File: config.mk
export PLATFORM = sky130hd
export DESIGN_NAME = pattern_scan
export DESIGN_NICKNAME = d
export VERILOG_FILES = /design/src/rtl/pattern_scan.sv
export SDC_FILE = /design/constraint.sdc
export NUM_CORES = 1
export LEC_CHECK = 0
export BUFFER_PORTS_ARGS = -buffer_cell sky130_fd_sc_hd__clkbuf_2
export CORE_AREA = 2 2 117 119
export DETAILED_ROUTE_END_ITERATION = 12
export DIE_AREA = 0 0 119 121
export GPL_ROUTABILITY_DRIVEN = 0
export HOLD_SLACK_MARGIN = 0.05
export PLACE_DENSITY_LB_ADDON = 0.3
export SYNTH_ARGS = -nofsm -noshare
export SYNTH_HDL_FRONTEND = slang
export SYNTH_SLANG_ARGS = --single-unit
File: constraint.sdc
create_clock -name clk -period 10.8 [get_ports clk]
set_clock_uncertainty 0.2 [all_clocks]
set_input_delay 2.16 -clock clk [delete_from_list [all_inputs] [get_ports clk]]
set_output_delay 2.16 -clock clk [all_outputs]
set_load 0.02 [all_outputs]
File: src/rtl/pattern_scan.sv
// Memory-reading pattern counter: scans NUM_BYTES bytes from BASE_ADDR and counts
// in-byte, per-byte-hit and whole-stream occurrences of pat. Optional PATTERN_SCAN_MASK_EN adds pat_mask.
module pattern_scan #(
    parameter int PAT_W     = 5,
    parameter int NUM_BYTES = 32,
    parameter int ADDR_W    = 8,
    parameter int BASE_ADDR = 0,
    parameter int CNT_W     = 8
) (
    input  logic              clk,
    input  logic              reset,
    input  logic              start,
    input  logic [PAT_W-1:0]  pat,
`ifdef PATTERN_SCAN_MASK_EN
    input  logic [PAT_W-1:0]  pat_mask,
`endif
    output logic [ADDR_W-1:0] mem_addr,
    output logic              mem_rd,
    input  logic [7:0]        mem_rd_data,
    output logic              busy,
    output logic              done,
    output logic [CNT_W-1:0]  cnt_byte,
    output logic [CNT_W-1:0]  cnt_hit,
    output logic [CNT_W-1:0]  cnt_stream
);

    localparam int unsigned WIN_W   = (PAT_W > 1) ? PAT_W - 1 : 1;
    localparam int unsigned LAST_IN = 8 - PAT_W;
    localparam int unsigned SW      = ((CNT_W > 4) ? CNT_W : 4) + 1;
    localparam logic [SW-1:0]     CNT_MAX = {{(SW - CNT_W){1'b0}}, {CNT_W{1'b1}}};
    localparam logic [ADDR_W:0]   LAST    = (ADDR_W + 1)'(NUM_BYTES);
    localparam logic [ADDR_W-1:0] BASE    = ADDR_W'(BASE_ADDR);

    typedef enum logic [1:0] {IDLE, RUN, DRAIN, DONE} state_t;

    state_t             state;
    logic [ADDR_W:0]    idx;
    logic [PAT_W-1:0]   pat_q;
    logic [PAT_W-1:0]   mask_q;
    logic [WIN_W-1:0]   win_q;
    logic               valid;
    logic               first;

    logic [WIN_W+7:0]   ext;
    logic [3:0]         inc_byte;
    logic [3:0]         inc_cross;
    logic [3:0]         inc_stream;

`ifndef PATTERN_SCAN_MASK_EN
    assign mask_q = '1;
`endif

    function automatic logic [CNT_W-1:0] sat_add(input logic [CNT_W-1:0] a, input logic [3:0] b);
        logic [SW-1:0] s;
        s = SW'(a) + SW'(b);
        if (s > CNT_MAX)
            return '1;
        return s[CNT_W-1:0];
    endfunction

    // Windows ending at bit j of the incoming byte; those reaching above bit 7 cross into history.
    always_comb begin
        ext       = {win_q, mem_rd_data};
        inc_byte  = '0;
        inc_cross = '0;
        for (int unsigned j = 0; j < 8; j++) begin
            if (((ext[j +: PAT_W] ^ pat_q) & mask_q) == '0) begin
                if (j <= LAST_IN)
                    inc_byte = inc_byte + 4'd1;
                else
                    inc_cross = inc_cross + 4'd1;
            end
        end
        inc_stream = first ? inc_byte : inc_byte + inc_cross;
    end

    always_ff @(posedge clk or posedge reset) begin
        if (reset) begin
            state      <= IDLE;
            idx        <= '0;
            pat_q      <= '0;
`ifdef PATTERN_SCAN_MASK_EN
            mask_q     <= '0;
`endif
            win_q      <= '0;
            valid      <= 1'b0;
            first      <= 1'b0;
            mem_addr   <= '0;
            mem_rd     <= 1'b0;
            busy       <= 1'b0;
            done       <= 1'b0;
            cnt_byte   <= '0;
            cnt_hit    <= '0;
            cnt_stream <= '0;
        end else begin
            done  <= 1'b0;
            valid <= mem_rd;
            case (state)
                IDLE: begin
                    if (start) begin
                        pat_q      <= pat;
`ifdef PATTERN_SCAN_MASK_EN
                        mask_q     <= pat_mask;
`endif
                        cnt_byte   <= '0;
                        cnt_hit    <= '0;
                        cnt_stream <= '0;
                        idx        <= (ADDR_W + 1)'(1);
                        mem_addr   <= BASE;
                        mem_rd     <= 1'b1;
                        busy       <= 1'b1;
                        first      <= 1'b1;
                        state      <= RUN;
                    end
                end
                RUN: begin
                    if (idx == LAST) begin
                        mem_rd <= 1'b0;
                        state  <= DRAIN;
                    end else begin
                        mem_addr <= BASE + idx[ADDR_W-1:0];
                        idx      <= idx + 1'b1;
                    end
                end
                DRAIN: begin
                    done  <= 1'b1;
                    busy  <= 1'b0;
                    state <= DONE;
                end
                DONE: state <= IDLE;
                default: state <= IDLE;
            endcase

            // Read data lags the address by one cycle, so processing follows the registered read strobe.
            if (valid) begin
                cnt_byte   <= sat_add(cnt_byte, inc_byte);
                cnt_hit    <= sat_add(cnt_hit, {3'b000, (inc_byte != 4'd0)});
                cnt_stream <= sat_add(cnt_stream, inc_stream);
                win_q      <= mem_rd_data[WIN_W-1:0];
                first      <= 1'b0;
            end
        end
    end

endmodule

==> run summary <==
worst-path fanout max: 5
Worst R2R Setup Slack: 5570 ps
Max Clock Freq: 154 MHz
post-route minimum period: 6500 ps
die area: 0.0144 mm²
most common flop cell mapped by yosys: dfrtp_1
area post-placement: 0.00426 mm²
gr ovfl total: 0
final antenna-violating net count: 0
Post-DP HPWL: 6.55 mm
CTS resizes: 0
n_diodes: 0
Clock Path Buffers: 2
commonest non-fill, non-tap cell in the layout: dfrtp_1
height of the die: 121 µm
Post-CTS Hold Fix Bufs: 0
core area: 0.0131 mm²
Worst setup endpoint: cnt_stream[5]
CTS clk-pin slew, worst paths: 50 ps
Async S/R FF share, synth: 100%
#FFs+latches synth: 57
synthesized instance count: 412
Chip Width: 119 µm
HP Class: reg -> reg
CP Launch Type: input pin
worst setup margin: 4300 ps
vias: 3085
Post-synth EDFFs: 0
Final Non-Filler Cells: 637
postcts setup bufs: 0
dpl cells: 621
CTS tree: yes
htree depth: 3
Worst R2R Start: pat_q[1]
clk sinks: 57
Yosys top cell by area: dfrtp_1
worst slack at placement: 3970 ps
max-cap viol count: 0
Area Overhead vs Synth: 18.1%
vias in the first global route: 3143
Fin. Hold Viols: 0
PwrDens: 279 mW/mm²
Syn Area/Cell: 9.46 µm²
Total Routing Usage GR: 13.6%
first-pass GRT wire length: 15.4 mm
Net Count, Synth: 456
YS warnings: 0
synth unique cells: 63
Final setup viols: 0
final slew viol count: 0
DR vias/cell: 4.84
crit path from: mem_rd_data[3]
Synth area leaders: dfrtp_1 (37%), ha_1 (8.0%), xnor2_1 (7.2%)
Setup crit end kind: register
Finished Cell Area: 0.00460 mm²
Static Leak: 2.13 nW
Final #Nets: 500
initial antenna violation count: 0
1st-iter DRT viols: 137
sequential share of the synthesized area: 36.6%
status: complete, no violations
number of cells on the worst reg-to-reg path: 20
Setup TNS: 0 ps
worst skew pair latency: 330 ps
DRC: 0
most frequent cells in the layout: dfrtp_1 (57), clkbuf_2 (50), nand2_1 (40), xnor2_1 (32), nor2_1 (30)
share of layout cells above drive strength 1: 20.8%
Synth top area share: 36.6%
utilization after layout: 35.2%
relative slew slack: 47.3%
largest net degree at the start of global routing: 58
unrepaired setup endpoints after global routing: false
final WL: 8.93 mm
CTS buffer count: 9
period utilisation layout: 60.1%
Synth Cell Area: 0.00390 mm²
Worst R2R End: cnt_stream[5]
maximum VDD drop: 0.0999 mV
routed len/inst: 14.0 µm
# rows: 42
CP Data Required Time: 10820 ps
Worst-Margin Slew: 789 ps
Arrival @ worst endpoint: 6520 ps
IO Count: 51
Clock Tree Root: clkbuf_16
Initial Utilization: 29.8%
worst setup path category: in -> reg
iteration count of the initial detailed-routing pass: 4
port buffer count: 50
==> layer usage <==
metal / vias up / wire [µm] / track usage (%)
met5: - / 0 / 0
met4: 0 / 82 / 4.91
met3: 9 / 297 / 3.76
met2: 54 / 4480 / 23.3
met1: 1513 / 4080 / 16.5
li1: 1509 / - / -
==> flip-flops by register name, indices dropped and copies added, names as in the netlist, 2 cells and up <==
register	count
cnt_stream	8
win_q	4
mem_addr	8
cnt_byte	8
state	2
pat_q	5
cnt_hit	8
idx	9
==> cells in the mapped netlist, drive strengths merged (5+ instances only) <==
cell type  instances
dfrtp             57
nand2             40
xnor2             36
nor2              30
inv               27
a21oi             26
ha                25
o21ai             21
xor2              21
nand3             18
buf               16
nor3              13
mux2              12
nand4              7
mux2i              6
a31oi              5
==> metrics by stage <==
stage          power [W]  hold slack, ps
3_3_place_gp    0.000956             257
2_1_floorplan   0.000842             300
6_report         0.00129             277
5_1_grt          0.00140             298
3_5_place_dp    0.000974             267
4_1_cts          0.00131             281
==> cells by family (layout without fill, tap and decap cells) <==
group / after synthesis / count (layout) / synth area share [%]
buf+inv: 46 / 95 / 5.68
other cells: 1 / 1 / 0.0962
fa+ha+maj: 28 / 28 / 9.56
flops: 57 / 57 / 36.6
mux: 18 / 18 / 5.01
compound gates: 77 / 77 / 12.3
xor+xnor: 57 / 57 / 14.1
simple gates: 128 / 128 / 16.7
==> power by group <==
part,internal [W],switching (W),total (W)
registers,0.000283,0.000111,0.000394
clock network,0.000221,0.000102,0.000322
logic,0.000242,0.000328,0.000570
==> how the worst min path moves through the flow <==
stage / end / startpoint / cells after the start
after floorplan: state[0] / state[0] / 1
after global placement: mem_addr[0] / mem_addr[0] / 2
after detailed placement: mem_addr[0] / mem_addr[0] / 2
after CTS: valid / mem_rd / 0
after global routing: valid / mem_rd / 0
final: mem_addr[5] / mem_addr[5] / 2
==> worst max-delay path: stages <==
cell	delay (ps)
clkbuf_2	170
xnor2_1	160
and4_1	230
ha_1	340
inv_1	130
nand3_1	110
nand2_1	140
ha_1	260
or3_1	380
o31a_1	190
fa_1	450
xor2_1	170
mux2_1	310
ha_1	320
nand3_1	90
nand2_1	110
a31oi_1	390
nand3_1	130
o221a_2	270
==> area by class of cell <==
| class | instances | area (µm²) |
|---|---|---|
| tap | 176 | 220 |
| clock inverter | 4 | 73.8 |
| clock buffer | 12 | 267 |
| multi-input combinational | 309 | 2250 |
| sequential | 57 | 1430 |
| inverter | 27 | 101 |
| fill | 1327 | 8480 |
| timing repair buffer | 52 | 265 |
No activity file was read; power rests on OpenSTA's default activity.
